--- config.mk ---
export PLATFORM = sky130hd
export DESIGN_NAME = alu_op_sequencer_flat
export DESIGN_NICKNAME = d
export VERILOG_FILES = /design/src/rtl/alu_op_sequencer_pkg.sv /design/src/rtl/alu_op_sequencer_if.sv /design/src/rtl/alu_req_fifo.sv /design/src/rtl/alu_op_sequencer.sv /design/src/flat_wrapper.sv
export SDC_FILE = /design/constraint.sdc
export NUM_CORES = 1
export LEC_CHECK = 0
export BUFFER_PORTS_ARGS = -buffer_cell sky130_fd_sc_hd__buf_2
export CORE_MARGIN = 2
export CORE_UTILIZATION = 57
export DETAILED_ROUTE_END_ITERATION = 6
export PLACE_DENSITY = 0.79
export SLEW_MARGIN = 10
export SYNTH_ARGS = -nofsm -noshare
export SYNTH_HDL_FRONTEND = slang
export SYNTH_SLANG_ARGS = --single-unit
--- constraint.sdc ---
create_clock -name clk -period 2.9 [get_ports clk]
set_clock_uncertainty 0.2 [all_clocks]
set_input_delay 0.29 -clock clk [delete_from_list [all_inputs] [get_ports clk]]
set_output_delay 0.29 -clock clk [all_outputs]
set_load 0.005 [all_outputs]
--- src/rtl/alu_op_sequencer_pkg.sv ---
// Shared types and constants for the ALU operation sequencer.
// Opcodes, FSM state encoding and request bundle sizing.
package alu_op_sequencer_pkg;

    typedef logic [2:0] op_t;

    localparam op_t OP_ADD  = 3'd0;
    localparam op_t OP_SUB  = 3'd1;
    localparam op_t OP_AND  = 3'd2;
    localparam op_t OP_OR   = 3'd3;
    localparam op_t OP_NEG  = 3'd4;
    localparam op_t OP_IDLE = 3'b111;

    typedef enum logic [1:0] {
        IDLE = 2'd0,
        EXEC = 2'd1,
        RESP = 2'd2
    } state_e;

    // Packed request {a, b, cin, sel} width for operand width w.
    function automatic int req_w(input int w);
        return 2 * w + 4;
    endfunction

    function automatic logic op_legal(input op_t op);
        return op <= OP_NEG;
    endfunction

endpackage

--- src/rtl/alu_op_sequencer_if.sv ---
// Request, ALU drive and response bundle of the sequencer.
// master = environment side, slave = sequencer side.
interface alu_op_sequencer_if
    import alu_op_sequencer_pkg::*;
#(
    parameter int W     = 4,
    parameter int DEPTH = 4
);
    logic                   req_valid;
    logic                   req_ready;
    logic [W-1:0]           req_a;
    logic [W-1:0]           req_b;
    logic                   req_cin;
    op_t                    req_sel;

    logic [W-1:0]           alu_a;
    logic [W-1:0]           alu_b;
    logic                   alu_cin;
    op_t                    alu_sel;
    logic [W:0]             alu_out;
    logic                   alu_cout;

    logic                   rsp_valid;
    logic                   rsp_ready;
    logic [W:0]             rsp_out;
    logic                   rsp_cout;
    logic                   rsp_err;

    logic [$clog2(DEPTH):0] fifo_count;

    modport master (
        output req_valid, req_a, req_b, req_cin, req_sel,
        input  req_ready,
        input  alu_a, alu_b, alu_cin, alu_sel,
        output alu_out, alu_cout,
        input  rsp_valid, rsp_out, rsp_cout, rsp_err,
        output rsp_ready,
        input  fifo_count
    );

    modport slave (
        input  req_valid, req_a, req_b, req_cin, req_sel,
        output req_ready,
        output alu_a, alu_b, alu_cin, alu_sel,
        input  alu_out, alu_cout,
        output rsp_valid, rsp_out, rsp_cout, rsp_err,
        input  rsp_ready,
        output fifo_count
    );

endinterface

--- src/rtl/alu_req_fifo.sv ---
// Synchronous request FIFO with first-word-fall-through head.
// Pointers wrap naturally because DEPTH is a power of two.
module alu_req_fifo #(
    parameter int DEPTH = 4,
    parameter int DW    = 12
) (
    input  logic                   clk,
    input  logic                   rst_n,
    input  logic                   push_i,
    input  logic [DW-1:0]          din_i,
    input  logic                   pop_i,
    output logic [DW-1:0]          dout_o,
    output logic                   full_o,
    output logic                   empty_o,
    output logic [$clog2(DEPTH):0] count_o
);
    localparam int AW = $clog2(DEPTH);
    localparam int CW = AW + 1;

    logic [DW-1:0] mem_q [DEPTH];
    logic [AW-1:0] wr_ptr_q, wr_ptr_d;
    logic [AW-1:0] rd_ptr_q, rd_ptr_d;
    logic [CW-1:0] count_q, count_d;
    logic          push_ok;
    logic          pop_ok;

    assign full_o  = (count_q == CW'(DEPTH));
    assign empty_o = (count_q == '0);
    assign count_o = count_q;
    assign dout_o  = mem_q[rd_ptr_q];
    assign push_ok = push_i && !full_o;
    assign pop_ok  = pop_i && !empty_o;

    // Next pointers and occupancy from the accepted push/pop pair.
    always_comb begin
        wr_ptr_d = wr_ptr_q;
        rd_ptr_d = rd_ptr_q;
        count_d  = count_q;
        if (push_ok) wr_ptr_d = wr_ptr_q + AW'(1);
        if (pop_ok)  rd_ptr_d = rd_ptr_q + AW'(1);
        unique case ({push_ok, pop_ok})
            2'b10:   count_d = count_q + CW'(1);
            2'b01:   count_d = count_q - CW'(1);
            default: count_d = count_q;
        endcase
    end

    // Pointer and occupancy registers; reset empties the FIFO.
    always_ff @(posedge clk or negedge rst_n) begin
        if (!rst_n) begin
            wr_ptr_q <= '0;
            rd_ptr_q <= '0;
            count_q  <= '0;
        end else begin
            wr_ptr_q <= wr_ptr_d;
            rd_ptr_q <= rd_ptr_d;
            count_q  <= count_d;
        end
    end

    // Storage array; contents are don't-care while unoccupied.
    always_ff @(posedge clk) begin
        if (push_ok) mem_q[wr_ptr_q] <= din_i;
    end

endmodule

--- src/rtl/alu_op_sequencer.sv ---
// Issue stage for the 4-bit ALU: queues requests, drives one
// operation at a time and returns results in request order.
module alu_op_sequencer
    import alu_op_sequencer_pkg::*;
#(
    parameter int DEPTH = 4,
    parameter int W     = 4
) (
    input  logic              clk,
    input  logic              reset,
    alu_op_sequencer_if.slave bus
);
    localparam int RW = req_w(W);

    logic [RW-1:0] push_data;
    logic [RW-1:0] head;
    logic          push;
    logic          pop;
    logic          fifo_full;
    logic          fifo_empty;

    logic [W-1:0]  head_a;
    logic [W-1:0]  head_b;
    logic          head_cin;
    op_t           head_sel;

    state_e        state_q, state_d;
    logic [W-1:0]  alu_a_q, alu_a_d;
    logic [W-1:0]  alu_b_q, alu_b_d;
    logic          alu_cin_q, alu_cin_d;
    op_t           alu_sel_q, alu_sel_d;
    logic          rsp_valid_q, rsp_valid_d;
    logic [W:0]    rsp_out_q, rsp_out_d;
    logic          rsp_cout_q, rsp_cout_d;
    logic          rsp_err_q, rsp_err_d;

    assign push_data = {bus.req_a, bus.req_b, bus.req_cin, bus.req_sel};
    assign push      = bus.req_valid && bus.req_ready;
    assign bus.req_ready = !fifo_full;

    assign head_a   = head[RW-1 -: W];
    assign head_b   = head[W+3 -: W];
    assign head_cin = head[3];
    assign head_sel = head[2:0];

    alu_req_fifo #(
        .DEPTH (DEPTH),
        .DW    (RW)
    ) u_fifo (
        .clk     (clk),
        .rst_n   (reset),
        .push_i  (push),
        .din_i   (push_data),
        .pop_i   (pop),
        .dout_o  (head),
        .full_o  (fifo_full),
        .empty_o (fifo_empty),
        .count_o (bus.fifo_count)
    );

    // Next state: pop in IDLE or on a response handshake, then
    // either issue the head to the ALU or answer it as illegal.
    always_comb begin
        state_d     = state_q;
        alu_a_d     = alu_a_q;
        alu_b_d     = alu_b_q;
        alu_cin_d   = alu_cin_q;
        alu_sel_d   = alu_sel_q;
        rsp_valid_d = rsp_valid_q;
        rsp_out_d   = rsp_out_q;
        rsp_cout_d  = rsp_cout_q;
        rsp_err_d   = rsp_err_q;
        pop         = 1'b0;
        unique case (state_q)
            IDLE: pop = !fifo_empty;
            EXEC: begin
                rsp_out_d   = bus.alu_out;
                rsp_cout_d  = bus.alu_cout;
                rsp_err_d   = 1'b0;
                rsp_valid_d = 1'b1;
                state_d     = RESP;
            end
            RESP: begin
                if (bus.rsp_ready) begin
                    rsp_valid_d = 1'b0;
                    if (fifo_empty) begin
                        alu_sel_d = OP_IDLE;
                        state_d   = IDLE;
                    end else begin
                        pop = 1'b1;
                    end
                end
            end
            default: state_d = IDLE;
        endcase
        if (pop) begin
            if (op_legal(head_sel)) begin
                alu_a_d   = head_a;
                alu_b_d   = head_b;
                alu_cin_d = head_cin;
                alu_sel_d = head_sel;
                state_d   = EXEC;
            end else begin
                rsp_out_d   = '0;
                rsp_cout_d  = 1'b0;
                rsp_err_d   = 1'b1;
                rsp_valid_d = 1'b1;
                state_d     = RESP;
            end
        end
    end

    // State, ALU drive and response registers; reset aborts all work.
    always_ff @(posedge clk or negedge reset) begin
        if (!reset) begin
            state_q     <= IDLE;
            alu_a_q     <= '0;
            alu_b_q     <= '0;
            alu_cin_q   <= 1'b0;
            alu_sel_q   <= OP_IDLE;
            rsp_valid_q <= 1'b0;
            rsp_out_q   <= '0;
            rsp_cout_q  <= 1'b0;
            rsp_err_q   <= 1'b0;
        end else begin
            state_q     <= state_d;
            alu_a_q     <= alu_a_d;
            alu_b_q     <= alu_b_d;
            alu_cin_q   <= alu_cin_d;
            alu_sel_q   <= alu_sel_d;
            rsp_valid_q <= rsp_valid_d;
            rsp_out_q   <= rsp_out_d;
            rsp_cout_q  <= rsp_cout_d;
            rsp_err_q   <= rsp_err_d;
        end
    end

    assign bus.alu_a     = alu_a_q;
    assign bus.alu_b     = alu_b_q;
    assign bus.alu_cin   = alu_cin_q;
    assign bus.alu_sel   = alu_sel_q;
    assign bus.rsp_valid = rsp_valid_q;
    assign bus.rsp_out   = rsp_out_q;
    assign bus.rsp_cout  = rsp_cout_q;
    assign bus.rsp_err   = rsp_err_q;

endmodule

--- src/flat_wrapper.sv ---
// flat-port wrapper written by rule: the top's interface ports become plain ports
module alu_op_sequencer_flat import alu_op_sequencer_pkg::*;
#(
    parameter int DEPTH = 4,
    parameter int W     = 4
)
  (clk, reset, bus_req_valid, bus_req_a, bus_req_b, bus_req_cin, bus_req_sel, bus_req_ready, bus_alu_a, bus_alu_b, bus_alu_cin, bus_alu_sel, bus_alu_out, bus_alu_cout, bus_rsp_valid, bus_rsp_out, bus_rsp_cout, bus_rsp_err, bus_rsp_ready, bus_fifo_count);
  alu_op_sequencer_if #(.W(W), .DEPTH(DEPTH)) bus_i ();
  input  logic clk;
  input  logic reset;
  input wire logic [$bits(bus_i.req_valid)-1:0] bus_req_valid;
  input wire logic [$bits(bus_i.req_a)-1:0] bus_req_a;
  input wire logic [$bits(bus_i.req_b)-1:0] bus_req_b;
  input wire logic [$bits(bus_i.req_cin)-1:0] bus_req_cin;
  input wire logic [$bits(bus_i.req_sel)-1:0] bus_req_sel;
  output wire logic [$bits(bus_i.req_ready)-1:0] bus_req_ready;
  output wire logic [$bits(bus_i.alu_a)-1:0] bus_alu_a;
  output wire logic [$bits(bus_i.alu_b)-1:0] bus_alu_b;
  output wire logic [$bits(bus_i.alu_cin)-1:0] bus_alu_cin;
  output wire logic [$bits(bus_i.alu_sel)-1:0] bus_alu_sel;
  input wire logic [$bits(bus_i.alu_out)-1:0] bus_alu_out;
  input wire logic [$bits(bus_i.alu_cout)-1:0] bus_alu_cout;
  output wire logic [$bits(bus_i.rsp_valid)-1:0] bus_rsp_valid;
  output wire logic [$bits(bus_i.rsp_out)-1:0] bus_rsp_out;
  output wire logic [$bits(bus_i.rsp_cout)-1:0] bus_rsp_cout;
  output wire logic [$bits(bus_i.rsp_err)-1:0] bus_rsp_err;
  input wire logic [$bits(bus_i.rsp_ready)-1:0] bus_rsp_ready;
  output wire logic [$bits(bus_i.fifo_count)-1:0] bus_fifo_count;
  assign bus_i.req_valid = bus_req_valid;
  assign bus_i.req_a = bus_req_a;
  assign bus_i.req_b = bus_req_b;
  assign bus_i.req_cin = bus_req_cin;
  assign bus_i.req_sel = bus_req_sel;
  assign bus_req_ready = bus_i.req_ready;
  assign bus_alu_a = bus_i.alu_a;
  assign bus_alu_b = bus_i.alu_b;
  assign bus_alu_cin = bus_i.alu_cin;
  assign bus_alu_sel = bus_i.alu_sel;
  assign bus_i.alu_out = bus_alu_out;
  assign bus_i.alu_cout = bus_alu_cout;
  assign bus_rsp_valid = bus_i.rsp_valid;
  assign bus_rsp_out = bus_i.rsp_out;
  assign bus_rsp_cout = bus_i.rsp_cout;
  assign bus_rsp_err = bus_i.rsp_err;
  assign bus_i.rsp_ready = bus_rsp_ready;
  assign bus_fifo_count = bus_i.fifo_count;
  alu_op_sequencer #(.DEPTH(DEPTH), .W(W)) u_core (.clk(clk), .reset(reset), .bus(bus_i));
endmodule
==> summary.txt <==
Run status
  – Outcome: completed

Timing
  – Max Slew Vio Count: 0
  – F_max: 0.405 GHz
  – Unrepaired setup endpoints after global routing: false
  – Final min period: 2.47 ns
  – Pin slew with the least headroom to its limit: 0.676 ns
  – Final period utilization: 0.851
  – Total Neg Setup Slack: 0 ns
  – Fin. Hold Viols: 0
  – Min setup slack post-route: 0.433 ns
  – Final setup viols: 0
  – Slew headroom: 0.549

Final layout
  – Most frequent cells in the layout: edfxtp_1 (48), buf_2 (45), dfrtp_1 (26)
  – Most common cell after layout, fill and taps aside: edfxtp_1
  – Final net count: 311
  – Share of cells above drive strength 1: 0.284
  – Syn-to-layout area delta: 20.7%
  – Fill count: 365
  – Design area: 3980 sq um
  – Antenna cell count: 0
  – Area of the multi-input gates: 1010 sq um
  – Final core utilization: 0.719
  – FF/Latch Area: 2170 sq um

Yosys
  – Post-Synthesis Cell Area: 3300 sq um
  – Synth Instances: 216
  – Post-synth EDFFs: 48
  – Asr flop ratio synth: 0.377
  – Number of synthesized register bits: 77
  – Register area share after synthesis: 0.658
  – Yosys warning count: 0
  – Synth Area per Inst: 15.3 sq um
  – Distinct cells, synth: 39
  – Syn_nets: 247
  – Dominant synthesized flop cell: edfxtp_1

Die
  – Die X-Extent: 80.1 microns
  – # IOs: 46
  – FP Rows: 27
  – Initial core utilization: 0.596
  – Core area: 5540 sq um
  – Die height: 80.1 microns
  – Die ar.: 6410 sq um

Global routing
  – Largest net degree at the start of global routing: 30
  – Remaining Overflow, GRT: 0
  – Antenna violations before repair: 0
  – First-pass GRT wire length: 10.1 mm
  – GRT Total Usage: 0.218
  – Number of global-route vias before repair: 1986

Power
  – PD cells: 1100 nW/um^2
  – P_leak: 0.00155 uW
  – Worst VDD drop: 559 uV

Place
  – Port Buf Inserts: 45
  – DP Worst Slack: 0.434 ns
  – Routability cong.: 0.828
  – Hpwl dp: 4.08 mm
  – Placed cell areas: 3570 sq um

Worst setup path
  – Setup crit start: u_core.u_fifo.count_o[1]
  – FF-to-FF End: u_core.u_fifo.count_o[2]
  – R2R Path Start: u_core.u_fifo.count_o[1]
  – R2r worst-path depth: 9
  – R2R Setup Slk: 0.43 ns
  – Setup CP Type: reg -> reg
  – Arr. time, crit path: 2.55 ns
  – Worst-path maximum fanout: 7
  – CP Launch Type: flop
  – Critical Path End Type: flop
  – CP required: 2.98 ns

Clock tree
  – Num Clock Sinks: 77
  – Htree depth: 3
  – Num CTS Buffers: 9
  – Clk buf depth: 2
  – Clk pin slew, worst setup/hold paths: 0.08 ns
  – Clk root buf: clkbuf_8
  – Setup bufs post-CTS: 0
  – Later-pin clock latency in the skew report: 0.35 ns
  – CTS tree: built

Min path
  – Hold path startpoint: bus_rsp_ready
  – Hold depth: 3
  – Worst Hold Class: in -> reg
  – Worst min-delay path endpoint: u_core.bus.alu_sel[1]

Route
  – Final wirelength: 6.45 mm
  – Initial DRT Pass Iterations: 4
  – Drt wl/cell: 18.1 microns
  – DRC viols: 0
  – Antenna-violating nets left: 0
  – Initial DRC count: 103
  – Drt via density: 5.79
  – Vias: 2067

Flow run
  – Max-cap violations: 0
==> repair_timing <==
action	4_1_cts	5_1_grt
endpoints found under the hold margin	80	0
gates resized for setup	0	0
hold buffers	19	0
==> synthesized netlist by cell type (6+ instances only) <==
cell type	count	area, sq um
o211ai_1	18	135
nand3_1	10	50.1
o21ai_0	13	65.1
dfrtp_1	26	651
mux2i_1	6	60.1
mux4_2	12	270
ha_1	8	100
inv_1	10	37.5
edfxtp_1	48	1440
clkbuf_1	7	26.3
nor2_1	8	30.0
==> how the worst max path moves through the flow <==
stage                                          end  slack [ns]  depth (start not counted)
after global placement    u_core.u_fifo.count_o[2]        0.51                          9
after floorplan           u_core.u_fifo.count_o[2]        0.53                          9
final                     u_core.u_fifo.count_o[2]        0.43                          9
after detailed placement  u_core.u_fifo.count_o[2]        0.43                          9
after global routing      u_core.u_fifo.count_o[2]        0.25                          9
after CTS                 u_core.u_fifo.count_o[2]        0.42                          9
==> layer usage <==
layer	share of wire	vias to the layer above	track usage
li1	-	965	-
met1	0.43	1026	0.286
met2	0.51	70	0.356
met3	0.050	6	0.0506
met4	0.011	0	0.0814
met5	0	-	0
==> worst max-delay path, stage by stage (launching register included) <==
cell     delay (ns)
dfrtp_1        0.44
or3b_1         0.47
and2_1         0.23
inv_1          0.06
ha_1           0.17
inv_1          0.06
fa_1           0.37
xor2_1         0.15
nor2_1         0.11
xor2_1         0.14
==> per-stage QoR <==
stage	power, uW	cells	hold WS (ns)
floorplan	3010	216	-0.206
finish	4390	357	0.107
global placement	3440	322	0.151
detailed placement	3500	322	0.151
CTS	4410	357	0.0925
global route	4680	357	0.124
==> cell type report <==
cell class                 count  share of cell area
clock buffer                   9              0.0311
clock inverter                 7              0.0251
inverter                      10             0.00943
multi-input combinational    114               0.255
sequential                    77               0.545
tap                           72              0.0226
timing repair buffer          68               0.112
==> cells by family after synthesis <==
family / after synthesis / share of synthesized area
multiplexers: 19 / 0.104
flip-flops: 77 / 0.658
AND/OR/NAND/NOR: 32 / 0.0516
XOR/XNOR: 6 / 0.0159
buffers and inverters: 25 / 0.0345
AO/OA/AOI/OAI: 48 / 0.100
adder cells (fa/ha/maj): 9 / 0.0364
==> flip-flops by register name (all words and copies together), names as in the netlist <==
name and cells:
u_core.bus.alu_b 4, u_core.bus.alu_sel 3, u_core.bus.alu_cin 1, u_core.u_fifo.mem_q 48
u_core.u_fifo.wr_ptr_q 2, u_core.u_fifo.count_o 3, u_core.bus.rsp_cout 1, u_core.state_q 2
u_core.bus.rsp_valid 1, u_core.bus.alu_a 4, u_core.bus.rsp_err 1, u_core.bus.rsp_out 5
u_core.u_fifo.rd_ptr_q 2
==> power breakdown <==
part           total, uW  switching (uW)  internal, uW
Sequential          1790             235          1560
Combinational       1710             932           780
Clock                891             404           488
Note: power is estimated with default switching activity, not from simulation.
